**src/rtl/axis_fifo_rr_arbiter.sv**
```systemverilog
// Packet-level round-robin arbiter feeding one AXI-Stream FIFO from NUM_PORT requesters.
// A grant is held from the first beat until TLAST is accepted; new packets need MIN_FREE FIFO slots.
module axis_fifo_rr_arbiter #(
   parameter int NUM_PORT   = 4,
   parameter int DATA_W     = 64,
   parameter int FIFO_DEPTH = 512,
   parameter int MIN_FREE   = 16,
   parameter int ID_W       = 2
) (
   input  logic                         iSYS_CLK,
   input  logic                         iSYS_RST,
   input  logic [NUM_PORT-1:0]          iS_AXIS_TVALID,
   output logic [NUM_PORT-1:0]          oS_AXIS_TREADY,
   input  logic [NUM_PORT*DATA_W-1:0]   iS_AXIS_TDATA,
   input  logic [NUM_PORT*DATA_W/8-1:0] iS_AXIS_TKEEP,
   input  logic [NUM_PORT-1:0]          iS_AXIS_TLAST,
   output logic                         oM_AXIS_TVALID,
   input  logic                         iM_AXIS_TREADY,
   output logic [DATA_W-1:0]            oM_AXIS_TDATA,
   output logic [DATA_W/8-1:0]          oM_AXIS_TKEEP,
   output logic                         oM_AXIS_TLAST,
   output logic [ID_W-1:0]              oM_AXIS_TID,
   input  logic [31:0]                  iFIFO_DATA_COUNT,
   output logic [NUM_PORT-1:0]          oGRANT,
   output logic                         oBUSY,
   output logic [31:0]                  oPKT_CNT
);

   localparam int KEEP_W = DATA_W / 8;

   typedef enum logic {ST_IDLE, ST_XFER} stateT;

   stateT             state;
   logic [ID_W-1:0]   lastGrant;
   logic [31:0]       freeCnt;
   logic              startOk;
   logic              reqFound;
   logic [ID_W-1:0]   reqIdx;
   int                bestDist;

   // An overfull count means no room at all rather than a wrapped huge value.
   assign freeCnt = (iFIFO_DATA_COUNT > 32'(FIFO_DEPTH)) ? 32'd0
                                                         : 32'(FIFO_DEPTH) - iFIFO_DATA_COUNT;
   assign startOk = (freeCnt >= 32'(MIN_FREE));

   // Closest valid port after lastGrant wins; distance 0 is lastGrant+1.
   always_comb begin
      // NOTE: every always_comb output gets a default first so no latch is inferred.
      reqFound = 1'b0;
      reqIdx   = '0;
      bestDist = NUM_PORT;
      for (int k = 0; k < NUM_PORT; k++) begin
         if (iS_AXIS_TVALID[k] &&
             (((k + NUM_PORT - 1 - int'(lastGrant)) % NUM_PORT) < bestDist)) begin
            bestDist = (k + NUM_PORT - 1 - int'(lastGrant)) % NUM_PORT;
            reqFound = 1'b1;
            reqIdx   = ID_W'(k);
         end
      end
   end

   always_comb begin
      oM_AXIS_TVALID = 1'b0;
      oM_AXIS_TDATA  = '0;
      oM_AXIS_TKEEP  = '0;
      oM_AXIS_TLAST  = 1'b0;
      oS_AXIS_TREADY = '0;
      if (state == ST_XFER) begin
         for (int k = 0; k < NUM_PORT; k++) begin
            if (oM_AXIS_TID == ID_W'(k)) begin
               oM_AXIS_TVALID    = iS_AXIS_TVALID[k];
               oM_AXIS_TDATA     = iS_AXIS_TDATA[k*DATA_W +: DATA_W];
               oM_AXIS_TKEEP     = iS_AXIS_TKEEP[k*KEEP_W +: KEEP_W];
               oM_AXIS_TLAST     = iS_AXIS_TLAST[k];
               oS_AXIS_TREADY[k] = iM_AXIS_TREADY;
            end
         end
      end
   end

   always_ff @(posedge iSYS_CLK) begin
      if (iSYS_RST) begin
         state       <= ST_IDLE;
         oGRANT      <= '0;
         oM_AXIS_TID <= '0;
         oBUSY       <= 1'b0;
         oPKT_CNT    <= '0;
         lastGrant   <= ID_W'(NUM_PORT - 1);
      end else begin
         case (state)
            ST_IDLE: begin
               if (reqFound && startOk) begin
                  oGRANT      <= NUM_PORT'(1) << reqIdx;
                  oM_AXIS_TID <= reqIdx;
                  oBUSY       <= 1'b1;
                  state       <= ST_XFER;
               end
            end
            ST_XFER: begin
               // Grant stays locked through source bubbles and sink backpressure.
               if (oM_AXIS_TVALID && iM_AXIS_TREADY && oM_AXIS_TLAST) begin
                  oPKT_CNT  <= oPKT_CNT + 32'd1;
                  lastGrant <= oM_AXIS_TID;
                  oGRANT    <= '0;
                  oBUSY     <= 1'b0;
                  state     <= ST_IDLE;
               end
            end
            default: state <= ST_IDLE;
         endcase
      end
   end

endmodule

```
**config.mk**
```make
export PLATFORM = sky130hd
export DESIGN_NAME = axis_fifo_rr_arbiter
export DESIGN_NICKNAME = d
export VERILOG_FILES = /design/src/rtl/axis_fifo_rr_arbiter.sv
export SDC_FILE = /design/constraint.sdc
export NUM_CORES = 1
export LEC_CHECK = 0
export ABC_CLOCK_PERIOD_IN_PS = 6660
export CAP_MARGIN = 5
export CORE_AREA = 2 2 174 176
export DETAILED_ROUTE_END_ITERATION = 6
export DIE_AREA = 0 0 176 178
export GPL_TIMING_DRIVEN = 0
export PLACE_DENSITY = 0.56
export SYNTH_ARGS = -nofsm -noshare
export SYNTH_HDL_FRONTEND = slang
export SYNTH_SLANG_ARGS = --single-unit
```
**constraint.sdc**
```tcl
create_clock -name iSYS_CLK -period 6.66 [get_ports iSYS_CLK]
set_input_delay 1.332 -clock iSYS_CLK [delete_from_list [all_inputs] [get_ports iSYS_CLK]]
set_output_delay 1.332 -clock iSYS_CLK [all_outputs]
set_load 0.005 [all_outputs]
```
==> results of run 1 <==
-- per-stage QoR --
step / hold WS [ps] / setup slack (ps) / instances / util [%] / total power (W)
floorplan: 451 / 2140 / 544 / - / 0.000320
global placement: 449 / 834 / 1380 / 34.3 / 0.000540
detailed placement: 454 / 798 / 1380 / 34.3 / 0.000541
CTS: 468 / 1070 / 1388 / 34.9 / 0.000820
global route: 489 / 619 / 1392 / 34.9 / 0.000847
finish: 466 / 1070 / 1393 / 34.9 / 0.000815
-- power by group through the flow --
stage           logic, W  clock network, W  registers (W)
2_1_floorplan  0.0000636                 0       0.000257
5_1_grt         0.000304          0.000292       0.000251
3_5_place_dp    0.000284                 0       0.000257
3_3_place_gp    0.000283                 0       0.000257
6_report        0.000288          0.000275       0.000251
4_1_cts         0.000288          0.000281       0.000251
-- kinds of logic (layout without fill, tap and decap cells) --
family	count (synthesis)	in the layout	share of synthesized area [%]
AND/OR/NAND/NOR	259	259	29.8
buffers and inverters	60	514	4.61
XOR/XNOR	30	30	5.12
adder cells (fa/ha/maj)	5	5	1.22
multiplexers	80	80	33.2
other	0	5	0
AO/OA/AOI/OAI	68	68	9.77
flip-flops	42	42	16.4
-- layer usage --
layer / track usage, % / wire length [um] / vias to the layer above
li1: - / - / 3008
met3: 5.50 / 2610 / 36
met1: 22.3 / 12300 / 3149
met4: 4.96 / 633 / 6
met2: 30.0 / 14600 / 245
met5: 0 / 41 / -
-- layout by cell type (no fill, tap or decap), types with 4 or more instances in the layout --
cell / n
o21ai_0: 14
nand2_1: 29
xnor2_1: 26
buf_2: 6
nand4_1: 9
and2_1: 76
xor2_1: 4
mux4_2: 72
a21oi_1: 17
ha_1: 5
nor2_1: 38
a31oi_1: 4
clkdlybuf4s50_1: 446
nor4_1: 18
nor3_1: 24
and3_1: 7
clkbuf_16: 5
clkbuf_1: 29
nand3_1: 14
mux2i_1: 7
diode_2: 5
dfxtp_1: 42
buf_1: 5
nor3_2: 4
or3_1: 13
inv_1: 21
-- final cells by class --
cell class | count | area [sq um] | share of cell area [%]
antenna | 5 | 12.5 | 0.122
multi-input combinational | 442 | 4060 | 39.5
tap | 390 | 488 | 4.75
clock buffer | 7 | 133 | 1.29
clock inverter | 1 | 30.0 | 0.293
inverter | 21 | 78.8 | 0.768
buffer | 39 | 158 | 1.54
sequential | 42 | 841 | 8.19
timing repair buffer | 446 | 4460 | 43.5
-- how the worst max path moves through the flow --
stage / start / to / depth (start not counted)
2_1_floorplan: iS_AXIS_TVALID[0] / oM_AXIS_TID[0] / 16
3_3_place_gp: iS_AXIS_TVALID[0] / oM_AXIS_TID[0] / 18
3_5_place_dp: iS_AXIS_TVALID[0] / oM_AXIS_TID[1] / 18
4_1_cts: iS_AXIS_TVALID[0] / oM_AXIS_TID[0] / 18
5_1_grt: iS_AXIS_TVALID[0] / oM_AXIS_TID[1] / 18
6_report: iS_AXIS_TVALID[0] / oM_AXIS_TID[0] / 18
-- critical path: stages --
cell,delay [ps]
clkdlybuf4s50_1,600
nand2_1,110
ha_1,310
a21oi_1,80
o21ai_0,420
nand2_1,90
o21ai_0,110
ha_1,200
nand2b_1,100
a21oi_1,60
o21ai_0,570
mux2_2,410
ha_1,270
nor2_1,30
o21ai_0,190
a21boi_0,510
a221oi_2,120
a211o_1,240
-- sequential cells by signal, summed over array words and instances, names as in the netlist --
signal       cells
oGRANT           4
state            1
lastGrant        2
oPKT_CNT        32
oBUSY            1
oM_AXIS_TID      2
==> summary.md, run 1 <==
| Metric | Value |
|---|---|
| Core box area | `29400 sq um` |
| P_leak | `3.32 nW` |
| Final setup fails | `0` |
| Synth Area per Inst | `9.44 sq um` |
| Cts repair resizes | `0` |
| Die span in y | `178 um` |
| Fin Setup TNS | `0 ps` |
| Final Routed Wirelength | `about 30 mm` |
| Post-layout net count | `1333` |
| Clock Power Share | `33.8%` |
| Async S/R FF share, synth | `0%` |
| I/O Buffers | `~450` |
| Antenna violations before repair | `8` |
| Crit path kind | `input pin to flip-flop` |
| CP Max Fanout | `6` |
| Placed Area | `10100 sq um` |
| Worst R2R Path Depth | `18` |
| Unrepaired setup endpoints after global routing | `false` |
| Layout cell share with drive strength beyond 1 | `10.4%` |
| CTS root buffer | `clkbuf_16` |
| Status | `completed` |
| Most frequent cell after synthesis | `and2_1` |
| Comb pwr share | `roughly 35%` |
| Relative slew margins | `between 40% and 50%` |
| Total CTS buffers | `5` |
| Crit path DAT | `5760 ps` |
| Clock-pin slew on the worst setup and hold paths | `60 ps` |
| CP Launch Type | `input pin` |
| Fin area | `10300 sq um` |
| CP Capture Type | `flip-flop` |
| Syn Std Cell Area | `5130 sq um` |
| CTS hold repair buffers | `0` |
| Worst R2R Setup Slack | `~2100 ps` |
| Hpwl dp | `25.6 mm` |
| Ranking of synthesized cells by area | `mux4_2 (32%), dfxtp_1 (16%), and2_1 (9.3%)` |
| Die X | `between 150 and 200 um` |
| Initial Utilization | `17.5%` |
| Ys flop type | `dfxtp_1` |
| R2R Path End | `oM_AXIS_TID[0]` |
| Clock Path Buffers | `2` |
| Yosys cell types | `62` |
| Die Area | `~31000 sq um` |
| Routed Antenna Nets | `0` |
| Cell taking the most area after synthesis | `mux4_2` |
| Overflow after GRT | `0` |
| Global-route wire length before repair | `42.0 mm` |
| Final period util | `a little over four fifths` |
| Slew Limit Fails | `0` |
| DR WL/cell | `21.6 um` |
| Initial drt markers | `roughly 390` |
| Seq/Total Area, Yosys | `16.4%` |
| Largest net degree at the start of global routing | `13` |
| Hold Path Sink | `oGRANT[1]` |
| Pre-Repair DR Iteration Count | `5` |
| Syn nets | `880` |
| Final Hold Viols | `0` |
| Vias | `approximately 6400` |
| Yosys warnings | `0` |
| Rows | `63` |
| Seq cells post-synth | `42` |
| Switching share of power | `21.5%` |
| Worst Hold Class | `flip-flop to flip-flop` |
| Fillers | `2979` |
| Yosys top cell area share | `between 30% and 40%` |
| Fmax | `0.179 GHz` |
| Slew @ Worst Pin | `around 870 ps` |
| Min-delay src | `oGRANT[1]` |
| Net Sw Power | `0.000175 W` |
| CTS Sinks | `42` |
| Worst r2r src | `lastGrant[0]` |
| Worst Hold Depth | `2` |
| Number of I/O pins | `~450` |
| Total GRT Usage | `17.9%` |
| Post-synthesis instance total | `544` |
| GPL Wtd Cong | `0.876` |
| Clk_lat worst skew | `280 ps` |
| Min Clock Period, post-route | `~5600 ps` |
| Post-CTS Setup Bufs | `0` |
| Required @ worst endpoint | `6830 ps` |
| CTS tree | `done` |
| Seq pwr share | `about 30%` |
| Vias/cell | `4.63` |
| Worst clock skew | `5.26 ps` |
| Post-synth EDFFs | `0` |
| DRC Markers | `0` |
| Maximum vdd ir drop | `between 0.0001 and 0.00015 V` |
| Power Density | `79.4 nW/um^2` |
| P_int | `0.000639 W` |
| Area delta synth->final | `99.9%` |
| H-tree levels | `2` |
| Max-Cap Viols | `0` |
| Top cells by count, synth | `and2_1 (76), mux4_2 (72), dfxtp_1 (42), nor2_1 (38), nand2_1 (29)` |
| Vias in the first global route | `between 6000 and 7000` |
(Power assumes the default switching activity.)
==> run 2: changes to the inputs <==
Settings changed: ABC_CLOCK_PERIOD_IN_PS 6660 to 5590.
Clock period 6.66 ns to 5.59 ns, I/O delays scaled along.
==> summary.md, run 2 (synthesis gave the netlist of run 1 again) <==
| Metric | Value |
|---|---|
| Status | `completed` |
| P_leak | `3.32 nW` |
| Cell family contributing the most delay on the critical path | `compound AO/OA/AOI/OAI gates` |
| Overflow after GRT | `0` |
| Worst Hold Class | `flip-flop to flip-flop` |
| Worst r2r src | `lastGrant[0]` |
| Die X | `about 180 um` |
| Largest net degree at the start of global routing | `13` |
| Fin Setup TNS | `0 ps` |
| Cell count after placement | `1380` |
| I/O Buffers | `446` |
| Top reg by flops | `oPKT_CNT` |
| Crit path DAT | `5210 ps` |
| Cts repair resizes | `0` |
| H-tree levels | `2` |
| Final Routed Wirelength | `30.1 mm` |
| Layout cell share with drive strength beyond 1 | `10.4%` |
| Delay of the slowest critical-path stage | `600 ps` |
| Final setup fails | `0` |
| Number of I/O pins | `448` |
| Total CTS buffers | `5` |
| Vias | `6446` |
| Layout Utilization | `34.9%` |
| Maximum vdd ir drop | `0.000162 V` |
| Hpwl dp | `25.6 mm` |
| Clock Path Buffers | `2` |
| WP buf/inv | `1` |
| Post-CTS Setup Bufs | `0` |
| CTS root buffer | `clkbuf_16` |
| Vias in the first global route | `about 6500` |
| Worst R2R Path Depth | `18` |
| Power Density | `94.6 nW/um^2` |
| Slowest stage cell, crit path | `clkdlybuf4s50_1` |
| Overall power | `approximately 0.00097 W` |
| Initial Utilization | `~17%` |
| Clock-pin slew on the worst setup and hold paths | `60 ps` |
| Max-Cap Viols | `0` |
| CP Cell Sequence | `clkdlybuf4s50_1, nand2_1, ha_1, a21oi_1, o21ai_0, nand2_1, o21ai_0, ha_1, nand2b_1, a21oi_1, o21ai_1, mux2_2, ha_1, nor2_1, o21ai_0, a21boi_1, a221oi_2, a211o_1` |
| CTS tree | `done` |
| Most common cell after layout, fill and taps aside | `clkdlybuf4s50_1` |
| Hold Path Sink | `oGRANT[1]` |
| Post-route insts no fill | `1393` |
| Clk_lat worst skew | `280 ps` |
| CP Max Fanout | `6` |
| DR WL/cell | `21.6 um` |
| Max reg flops | `32` |
| Unrepaired setup endpoints after global routing | `false` |
| Total GRT Usage | `between 10% and 20%` |
| Worst Hold Depth | `2` |
| Initial drt markers | `~390` |
| Pre-Repair DR Iteration Count | `5` |
| Relative slew margins | `42.2%` |
| Required @ worst endpoint | `5760 ps` |
| Area delta synth->final | `99.9%` |
| Worst R2R Setup Slack | `1380 ps` |
| Die span in y | `178 um` |
| Global-route wire length before repair | `42.0 mm` |
| Min-delay src | `oGRANT[1]` |
| Core box area | `~29000 sq um` |
| Crit path kind | `input pin to flip-flop` |
| Final Hold Viols | `0` |
| Antenna violations before repair | `8` |
| CP Capture Type | `flip-flop` |
| DRC Markers | `0` |
| Worst clock skew | `5.28 ps` |
| Slew Limit Fails | `0` |
| CTS hold repair buffers | `0` |
| Die Area | `31300 sq um` |
| CP Launch Type | `input pin` |
| Post-layout net count | `1333` |
| Final period util | `approximately nine tenths` |
| Min Clock Period, post-route | `around 5000 ps` |
| Largest registers | `oPKT_CNT x32, oGRANT x4` |
| Routed Antenna Nets | `0` |
| R2R Path End | `oM_AXIS_TID[0]` |
| CTS Sinks | `42` |
| Slew @ Worst Pin | `approximately 870 ps` |
| Commonest non-fill, non-tap cells in the layout | `clkdlybuf4s50_1 (446), and2_1 (76), mux4_2 (72), dfxtp_1 (42), nor2_1 (38)` |
| Rows | `63` |
| Fmax | `about 0.20 GHz` |
| Vias/cell | `4.63` |
| GPL Wtd Cong | `0.876` |
[run 2: worst register-to-register path, stage by stage (launching register included)]
cell and delay (ps):
dfxtp_1 460, xnor2_1 180, inv_1 80, ha_1 300, a21oi_1 80, o21ai_0 420, nand2_1 90, o21ai_0 120
ha_1 200, nand2b_1 100, a21oi_1 60, o21ai_1 390, mux2_2 390, ha_1 270, nor2_1 40, o21ai_0 190
a21boi_1 380, a221oi_2 110, a211o_1 240
[run 2: cell type report]
type	instances	area, sq um
timing repair buffer	446	4460
buffer	39	158
tap	390	488
sequential	42	841
multi-input combinational	442	4060
inverter	21	78.8
clock inverter	1	30.0
clock buffer	7	133
antenna	5	12.5
fill	2979	19100
[run 2: metal layers]
| metal | share of wire [%] | track usage [%] | up-vias |
|---|---|---|---|
| li1 | - | - | 3008 |
| met1 | 41 | 22.3 | 3151 |
| met2 | 48 | 30.0 | 245 |
| met3 | 8.7 | 5.50 | 36 |
| met4 | 2.1 | 4.96 | 6 |
| met5 | 0.14 | 0 | - |
[run 2: worst max-delay path by stage]
stage | startpoint | endpoint | slack (ps) | depth (start not counted)
finish | iS_AXIS_TVALID[0] | oM_AXIS_TID[0] | 550 | 18
global placement | iS_AXIS_TVALID[0] | oM_AXIS_TID[0] | -20 | 18
global route | iS_AXIS_TVALID[0] | oM_AXIS_TID[0] | 150 | 18
CTS | iS_AXIS_TVALID[0] | oM_AXIS_TID[0] | 210 | 18
floorplan | iS_AXIS_TVALID[0] | oM_AXIS_TID[0] | 1290 | 16
detailed placement | iS_AXIS_TVALID[0] | oM_AXIS_TID[1] | -60 | 18
[run 2: where the power goes]
group	switching (W)	leakage [nW]	internal, W
clock	0.000116	0.0781	0.000211
sequential	0.00000000000801	0.338	0.000299
combinational	0.0000927	2.90	0.000251
total	0.000209	3.32	0.000762
[run 2: metrics by stage]
stage               instance area, sq um  hold WS (ps)  setup WS (ps)
floorplan                           5130           451           1290
global placement                   10100           449          -21.9
detailed placement                 10100           454          -57.8
CTS                                10200           468            213
global route                       10300           489            153
finish                             10300           466            548
==> run 3: changes to the inputs <==
Settings changed: CTS_CLUSTER_SIZE set to 40.
==> results of run 3 <==
Same layout as run 2: the final DEF is identical, and so are final timing and power.
